===== src/rtl/irom_fetch_ctrl.sv =====
// Instruction ROM port sequencer: sequential prefetch into a small queue feeding decode,
// with a low-priority debug read port protected against starvation.
module irom_fetch_ctrl #(
  parameter int unsigned DEPTH      = 4,
  parameter logic [31:0] RESET_PC   = 32'h0000_0000,
  parameter int unsigned STARVE_MAX = 7
) (
  input  logic        clk,
  input  logic        rst_n,
  output logic [13:0] irom_a,
  input  logic [31:0] irom_spo,
  input  logic        fetch_en,
  input  logic        redirect_valid,
  input  logic [31:0] redirect_pc,
  output logic        if_valid,
  output logic [31:0] if_pc,
  output logic [31:0] if_instr,
  input  logic        if_ready,
  input  logic        dbg_req,
  input  logic [13:0] dbg_addr,
  output logic        dbg_gnt,
  output logic        dbg_rvalid,
  output logic [31:0] dbg_rdata
);

  localparam int unsigned PTR_W = (DEPTH > 1) ? $clog2(DEPTH) : 1;
  localparam int unsigned CNT_W = PTR_W + 1;
  localparam int unsigned STV_W = $clog2(STARVE_MAX + 2);

  logic [31:0]      pc_mem    [DEPTH];
  logic [31:0]      instr_mem [DEPTH];
  logic [PTR_W-1:0] rptr_q, rptr_d, wptr_q, wptr_d;
  logic [CNT_W-1:0] count_q, count_d;
  logic [31:0]      fetch_pc_q, fetch_pc_d;
  logic [STV_W-1:0] starve_q, starve_d;
  logic             dbg_rvalid_q;
  logic [31:0]      dbg_rdata_q, dbg_rdata_d;
  logic             pop, slot, push, full, starved;

  assign full     = (count_q == CNT_W'(DEPTH));
  assign starved  = (starve_q == STV_W'(STARVE_MAX));
  assign if_valid = (count_q != '0);
  assign if_pc    = pc_mem[rptr_q];
  assign if_instr = instr_mem[rptr_q];

  assign pop     = if_valid & if_ready & ~redirect_valid;
  assign slot    = fetch_en & ~redirect_valid & (~full | pop);
  // Debug wins whenever fetch cannot use the port, or once it has waited long enough.
  assign dbg_gnt = dbg_req & (~slot | starved);
  assign push    = slot & ~dbg_gnt;
  assign irom_a  = dbg_gnt ? dbg_addr : fetch_pc_q[15:2];

  assign dbg_rvalid = dbg_rvalid_q;
  assign dbg_rdata  = dbg_rdata_q;

  always_comb begin
    rptr_d      = rptr_q;
    wptr_d      = wptr_q;
    count_d     = count_q;
    fetch_pc_d  = fetch_pc_q;
    starve_d    = '0;
    dbg_rdata_d = dbg_rdata_q;

    if (redirect_valid) begin
      rptr_d     = '0;
      wptr_d     = '0;
      count_d    = '0;
      fetch_pc_d = redirect_pc & 32'hFFFF_FFFC;
    end else begin
      if (pop) begin
        rptr_d = rptr_q + 1'b1;
      end
      if (push) begin
        wptr_d     = wptr_q + 1'b1;
        fetch_pc_d = fetch_pc_q + 32'd4;
      end
      if (push && !pop) begin
        count_d = count_q + 1'b1;
      end else if (pop && !push) begin
        count_d = count_q - 1'b1;
      end
    end

    if (dbg_req && !dbg_gnt) begin
      starve_d = starved ? starve_q : starve_q + 1'b1;
    end
    if (dbg_gnt) begin
      dbg_rdata_d = irom_spo;
    end
  end

  always_ff @(posedge clk or negedge rst_n) begin
    if (!rst_n) begin
      rptr_q       <= '0;
      wptr_q       <= '0;
      count_q      <= '0;
      fetch_pc_q   <= RESET_PC & 32'hFFFF_FFFC;
      starve_q     <= '0;
      dbg_rvalid_q <= 1'b0;
      dbg_rdata_q  <= '0;
    end else begin
      rptr_q       <= rptr_d;
      wptr_q       <= wptr_d;
      count_q      <= count_d;
      fetch_pc_q   <= fetch_pc_d;
      starve_q     <= starve_d;
      dbg_rvalid_q <= dbg_gnt;
      dbg_rdata_q  <= dbg_rdata_d;
    end
  end

  // Queue storage needs no reset: entries are only visible while count is non-zero.
  always_ff @(posedge clk) begin
    if (push) begin
      pc_mem[wptr_q]    <= fetch_pc_q;
      instr_mem[wptr_q] <= irom_spo;
    end
  end

endmodule


===== config.mk =====
export PLATFORM = sky130hd
export DESIGN_NAME = irom_fetch_ctrl
export DESIGN_NICKNAME = d
export VERILOG_FILES = /design/src/rtl/irom_fetch_ctrl.sv
export SDC_FILE = /design/constraint.sdc
export NUM_CORES = 1
export LEC_CHECK = 0
export CAP_MARGIN = 15
export CORE_UTILIZATION = 30
export CTS_BUF_LIST = sky130_fd_sc_hd__clkbuf_8
export DETAILED_ROUTE_END_ITERATION = 7
export PLACE_DENSITY_LB_ADDON = 0.08
export SYNTH_ARGS = -nofsm -noshare
export SYNTH_HDL_FRONTEND = slang
export SYNTH_SLANG_ARGS = --single-unit

===== constraint.sdc =====
create_clock -name clk -period 4.2 [get_ports clk]
set_input_delay 1.05 -clock clk [delete_from_list [all_inputs] [get_ports clk]]
set_output_delay 1.05 -clock clk [all_outputs]
set_load 0.02 [all_outputs]

==> metrics, run 1 <==
simple-gate portion of the synthesized area 5.46%; hold_buf cts 0; area of the multi-input gates 3270 µm²; vias 7,097; largest net degree at the start of global routing 65; number of flops mapped to enable cells by yosys 248; total power draw 8700 µW; register bit total from synthesis 322; IO buf count 192; Compound-Gate Fraction of Synth Area 2.45%; CTS Buffer Depth 3; die span in x 208 µm; Layout Nets 1,010; Reg clk slew, reported paths 60 ps; final weighted congestion in routability-driven placement 0.736; Seq/Total Area, Yosys 73.2%; CTS tree yes; CP delay by family, top buffers and inverters; DP HPWL 19,300 µm; DR vias/cell 4.72; post-synth cell types 47; initial antenna violation count 0; crit path capture type output port; critical path class input port to output port; # diodes 0; largest family of logic cells by synthesized area multiplexers; final hold vios 0; XOR/XNOR Fraction of Synth Area 1.31%; Syn Area/Cell 18.7 µm²; synth top area cells edfxtp_1 59%, dfrtp_1 15%, mux4_2 11%, mux2_2 4.2%, nand2_1 1.0%; Routed WL per cell 20.6 µm; Slew Limit Fails 0; fin crit share 94.8%; Peak supply drop 0.273 mV; YS warnings 0; layout cells sized above 1 23.2%; top cell type's share of synthesized area 58.6%; later-pin clock latency in the skew report 620 ps; post-route insts no fill 1,503; startpoint types input port; first-pass GRT wire length 47,700 µm; routed wire length 31,000 µm; Worst Hold Class register to register; post-route ant nets 0; Max Cap Violations 0; post-synthesis mux area share 15.4%; Pleak 0.00570 µW; core area 41,900 µm²; area share of fa/ha/maj cells after synthesis 0.748%; Hold WS 463 ps; area occupied by registers 9310 µm²; share of flip-flops with an asynchronous set or reset 23.0%; clock sink total 322; DRC viols 0; Synth Instances 680; IO Pins 197; final setup vio count 0; Total GRT Usage 14.7%; die area 43,200 µm²; critical-path maximum fanout 13; Power Dens Cells 526 nW/µm²; number of cell rows 75; Crit path required time 3150 ps; placed cells 1,400; worst endpoint data arrival time 2930 ps; outcome completed; commonest register cell after synthesis edfxtp_1; grt total ovfl 0; CTS buffer count 56; Die H 208 µm; Initial Util 30.4%; f_max 0.251 GHz; slowest CP cell clkdlybuf4s50_1; P&R area growth vs syn 30.2%; CTS root buffer clkbuf_8; 1st-iter DRT viols 380; synthesized area 12,700 µm²; CP peak stage delay 490 ps; CP Buf/Inv Count 4; H-tree levels 2; 1st-pass router iterations 6; RSZ-0062 raised after global routing no; CP cell instances clkdlybuf4s50_1 > nor4b_2 > buf_4 > nand2b_4 > buf_12 > mux2_2 > dlygate4sd2_1; max_slew headroom 27.8%; Worst Skew 31.7 ps; Filler Cells Inserted 3,888; post-synth top area cell edfxtp_1; Slew @ Worst Pin 1070 ps; number of global-route vias before repair 7,767; fin crit period 3980 ps
==> Yosys cell counts (all sizes together), types with 2 or more instances <==
cell    count
edfxtp    248
buf        16
nand3      14
nor3        4
nor2b       7
and2        9
nor4b       3
nand2      34
xnor2       7
ha          6
o311ai      6
or3         2
mux2       47
nand2b      2
clkbuf     21
dfrtp      74
a311oi      2
mux4       62
a21oi       4
nor2       17
and4        3
or2         2
nand4      10
mux2i       3
xor2       12
inv         7
nor4        8
a211oi      4
o31a        3
and3        9
o21ai      23
==> registers in the layout (all words and copies together) (netlist names) <==
register,cells
pc_mem,120
dbg_rdata,32
wptr_q,2
count_q,3
rptr_q,2
dbg_rvalid,1
fetch_pc_q,30
instr_mem,128
starve_q,4
==> cells by family after synthesis <==
group | after synthesis
compound gates | 48
xor+xnor | 19
fa+ha+maj | 7
buf+inv | 44
flops | 322
mux | 112
other cells | 1
simple gates | 127
==> power breakdown <==
group,total (µW),switching (µW),internal [µW]
clock,2750,1240,1510
combinational,2110,1040,1060
sequential,3830,161,3670
==> worst paths after layout <==
check	slack [ps]	cells after the start	start	endpoint
max	220	7	fetch_en	irom_a[7]
min	460	1	starve_q[0]	starve_q[0]
max reg2reg	1570	6	starve_q[0]	fetch_pc_q[27]
min reg2reg	460	1	starve_q[0]	starve_q[0]
max in group asynchronous	2820	2	rst_n	dbg_rdata[4]
min in group asynchronous	580	1	rst_n	dbg_rdata[29]
==> through the flow <==
stage | worst slack, ps | utilization (%) | TNS (ps) | area [µm²]
finish | 219 | 39.5 | 0 | 16500
global route | 113 | 39.5 | 0 | 16500
CTS | 188 | 39.5 | 0 | 16500
detailed placement | -362 | 36.9 | -5020 | 15400
global placement | -415 | 36.9 | -5890 | 15400
floorplan | 206 | - | 0 | 12700
==> layout by cell type (no fill, tap or decap), types with 19 or more instances in the layout <==
master	count
edfxtp_1	248
clkdlybuf4s50_1	175
dfrtp_1	72
clkbuf_8	68
mux4_2	62
mux2_2	47
nand2_1	34
inv_1	27
o21ai_0	23
buf_4	19
==> per-layer routing <==
layer | vias up | wire length [µm] | track usage [%]
li1 | 3202 | - | -
met1 | 3633 | 13200 | 18.5
met2 | 222 | 15300 | 24.7
met3 | 40 | 1920 | 4.07
met4 | 0 | 513 | 4.21
met5 | - | 0 | 0
==> layout make-up <==
cell class	instances	area share, %
Clock buffer	68	5.66
Clock inverter	35	0.975
Inverter	7	0.159
Multi-Input combinational cell	315	19.8
Sequential cell	322	56.2
Tap cell	539	4.08
Timing Repair Buffer	217	13.1
==> worst reg2reg max path: cells and delay by family (launching register included) <==
kind / cells / cell delay [ps]
AND/OR/NAND/NOR: 3 / 1360
flip-flops: 1 / 390
AO/OA/AOI/OAI: 2 / 520
adder cells (fa/ha/maj): 1 / 250
==> timing repair <==
item / in CTS / in global routing
endpoints found under the hold margin: 0 / 0
setup buffers: 0 / 0
setup endpoints to repair: 15 / 0
gates resized for setup: 20 / 0
Note: power is estimated with default switching activity, not from simulation.
==> inputs of run 2 (changes only) <==
Settings changed: CORE_MARGIN set to 3, PLACE_DENSITY set to 0.59, PLACE_DENSITY_LB_ADDON 0.08 to unset.
==> run 2 against run 1 <==
Critical path depth did not move. Setup slack got worse by 44 ps. Utilization rose by 0.30 points. Die area is 3.9% higher. Via count is 1.4% lower. Flip-flop and latch count stayed put. Wire length shrank 3.7%. Sequential share of layout area increased by 0.33 points. Non-clock buffer count is 5 lower. Clock skew is 9.4 ps higher. Cell count shrank 0.93%. Critical path type unchanged.
==> metrics, run 2 (synthesis gave the netlist of run 1 again) <==
leading cell type in the layout, fill and taps excluded edfxtp_1; first-pass GRT wire length 45,300 µm (-5.2%); Initial Util 30.8% (+0.41 points); CTS buffer count 55 (-1.8%); Worst Skew 41.1 ps (+9.44 ps); core area 41,300 µm² (-1.3%); largest net degree at the start of global routing 63 (-3.1%); f_max 0.248 GHz (-1.1%); CTS root buffer clkbuf_8; IO Pins 197 (unchanged); Slew Limit Fails 0 (unchanged); # diodes 0 (unchanged); CP cell instances clkdlybuf4s50_1 > nor4b_2 > nor4b_2 > nand2b_2 > buf_12 > mux2_2 > dlygate4sd2_1; grt total ovfl 0 (unchanged); Psw 2440 µW (-0.14%); RSZ-0062 raised after global routing no; Total GRT Usage 13.3% (-1.4 points); 1st-iter DRT viols 376 (-1.1%); P&R area growth vs syn 29.5%; die area 44,900 µm² (+3.9%); vias 6,997 (-1.4%); fin crit period 4030 ps (+44.2 ps); Layout Nets 1,004 (-0.59%); post-route ant nets 0 (unchanged); routed wire length 29,800 µm (-3.7%); final hold vios 0 (unchanged); commonest non-fill, non-tap cells in the layout 248 x edfxtp_1, 176 x clkdlybuf4s50_1, 72 x dfrtp_1; largest reg by FF count instr_mem; CTS Buffer Depth 3 (unchanged); critical path class input port to output port; Routed WL per cell 20.0 µm (-2.8%); clock share of power 30.2% (-1.5 points); later-pin clock latency in the skew report 630 ps (about the same); Pleak 0.00566 µW (-0.72%); number of global-route vias before repair 7,365 (-5.2%); CP Buf/Inv Count 3 (-1); layout cells sized above 1 22.4% (-0.87 points); CP peak stage delay 490 ps (about the same); met3 wire length 1800 µm (-6.2%); Logic pwr share 24.8% (+0.6 points); slowest CP cell clkdlybuf4s50_1; Worst Hold Class register to register; initial antenna violation count 0 (unchanged); share of power burned in registers 45.1% (+1.0 points); startpoint types input port; DP HPWL 19,100 µm (-1.3%); met2 WL 14,100 µm (-8.1%); Top Metal Used met4; Peak supply drop 0.208 mV (-24%); clock sink total 322 (unchanged); Filler Cells Inserted 3,790 (-2.5%); DRC viols 0 (unchanged); Crit path top cell by count nor4b_2; 1st-pass router iterations 4 (-2); max_slew headroom 31.5% (+3.7 points); die span in x 212 µm (+1.9%); Hold WS 468 ps (+4.58 ps); sw frac 28.6% (+0.52 points); IO buf count 192 (unchanged); final weighted congestion in routability-driven placement 0.753 (+2.4%); Slew @ Worst Pin 1020 ps (-54.6 ps); Max Cap Violations 0 (unchanged); CTS tree yes; total power draw 8530 µW (-1.9%); worst endpoint data arrival time 2980 ps (+50 ps); WL met1 13,300 µm (+0.79%); critical-path maximum fanout 16 (+3); DR vias/cell 4.70 (-0.48%); Crit path required time 3150 ps (about the same); cell internal pwr 6090 µW (-2.6%); H-tree levels 2 (unchanged); final setup vio count 0 (unchanged); outcome completed; Die H 212 µm (+1.9%); Power Dens Cells 518 nW/µm² (-1.4%); Reg clk slew, reported paths 60 ps (about the same); max reg flops 128 (unchanged); CP delay by family, top buffers and inverters; crit path capture type output port; fin crit share 95.8% (+1.1 points); number of cell rows 74 (-1.3%)
## run 2: cell type report
type                    instances  area, µm²  area share, %
clock buffers                  58        798           4.85
well taps                     532        666           4.05
repair buffers                212       2180           13.3
multi-input cells             315       3260           19.8
flip-flops and latches        322       9310           56.6
inverters                       7       26.3          0.160
clock inverters                43        205           1.25
## run 2: final timing paths
check / cells after the start / from / slack (ps) / end
worst min register to register: 1 / starve_q[0] / 470 / starve_q[0]
worst min-delay path: 1 / starve_q[0] / 470 / starve_q[0]
max in group asynchronous: 2 / rst_n / 2760 / dbg_rdata[29]
min in group asynchronous: 1 / rst_n / 540 / fetch_pc_q[2]
worst max register to register: 6 / fetch_pc_q[2] / 1570 / fetch_pc_q[30]
worst max-delay path: 7 / if_ready / 170 / irom_a[11]
## run 2: power groups by stage
stage / combinational, µW / sequential, µW / clock (µW)
global placement: 2170 / 3900 / 0
CTS: 2170 / 3850 / 2690
finish: 2110 / 3840 / 2570
detailed placement: 2180 / 3910 / 0
floorplan: 1160 / 3890 / 0
global route: 2260 / 3870 / 2820
## run 2: worst reg2reg max path, stage by stage (launching register included)
cell,delay (ps)
dfrtp_1,550
ha_1,250
nand3_1,190
nor4_2,950
and2_1,300
a211oi_1,90
nor3_1,200
## run 2: stage by stage
stage / std cells / TNS, ps / util (%) / instance area [µm²] / setup slack [ps]
after floorplan: 681 / 0 / - / 12700 / 206
after global placement: 1388 / -1810 / 37.4 / 15500 / -133
after detailed placement: 1388 / -2340 / 37.4 / 15500 / -180
after CTS: 1489 / 0 / 39.8 / 16400 / 153
after global routing: 1489 / 0 / 39.8 / 16400 / 51.7
final: 1489 / 0 / 39.8 / 16400 / 175
## run 2: routing by layer
metal  track usage (%)  vias up
li1                  -     3176
met1              17.9     3594
met2              21.3      184
met3              3.32       43
met4              4.62        0
met5                 0        -
## run 2: what timing repair did
action | 4_1_cts | 5_1_grt
hold endpoints to repair | 0 | 0
hold buffers | 0 | 0
setup endpoints to repair | 14 | 0
resized for setup | 16 | 0
buffers inserted | 0 | 0
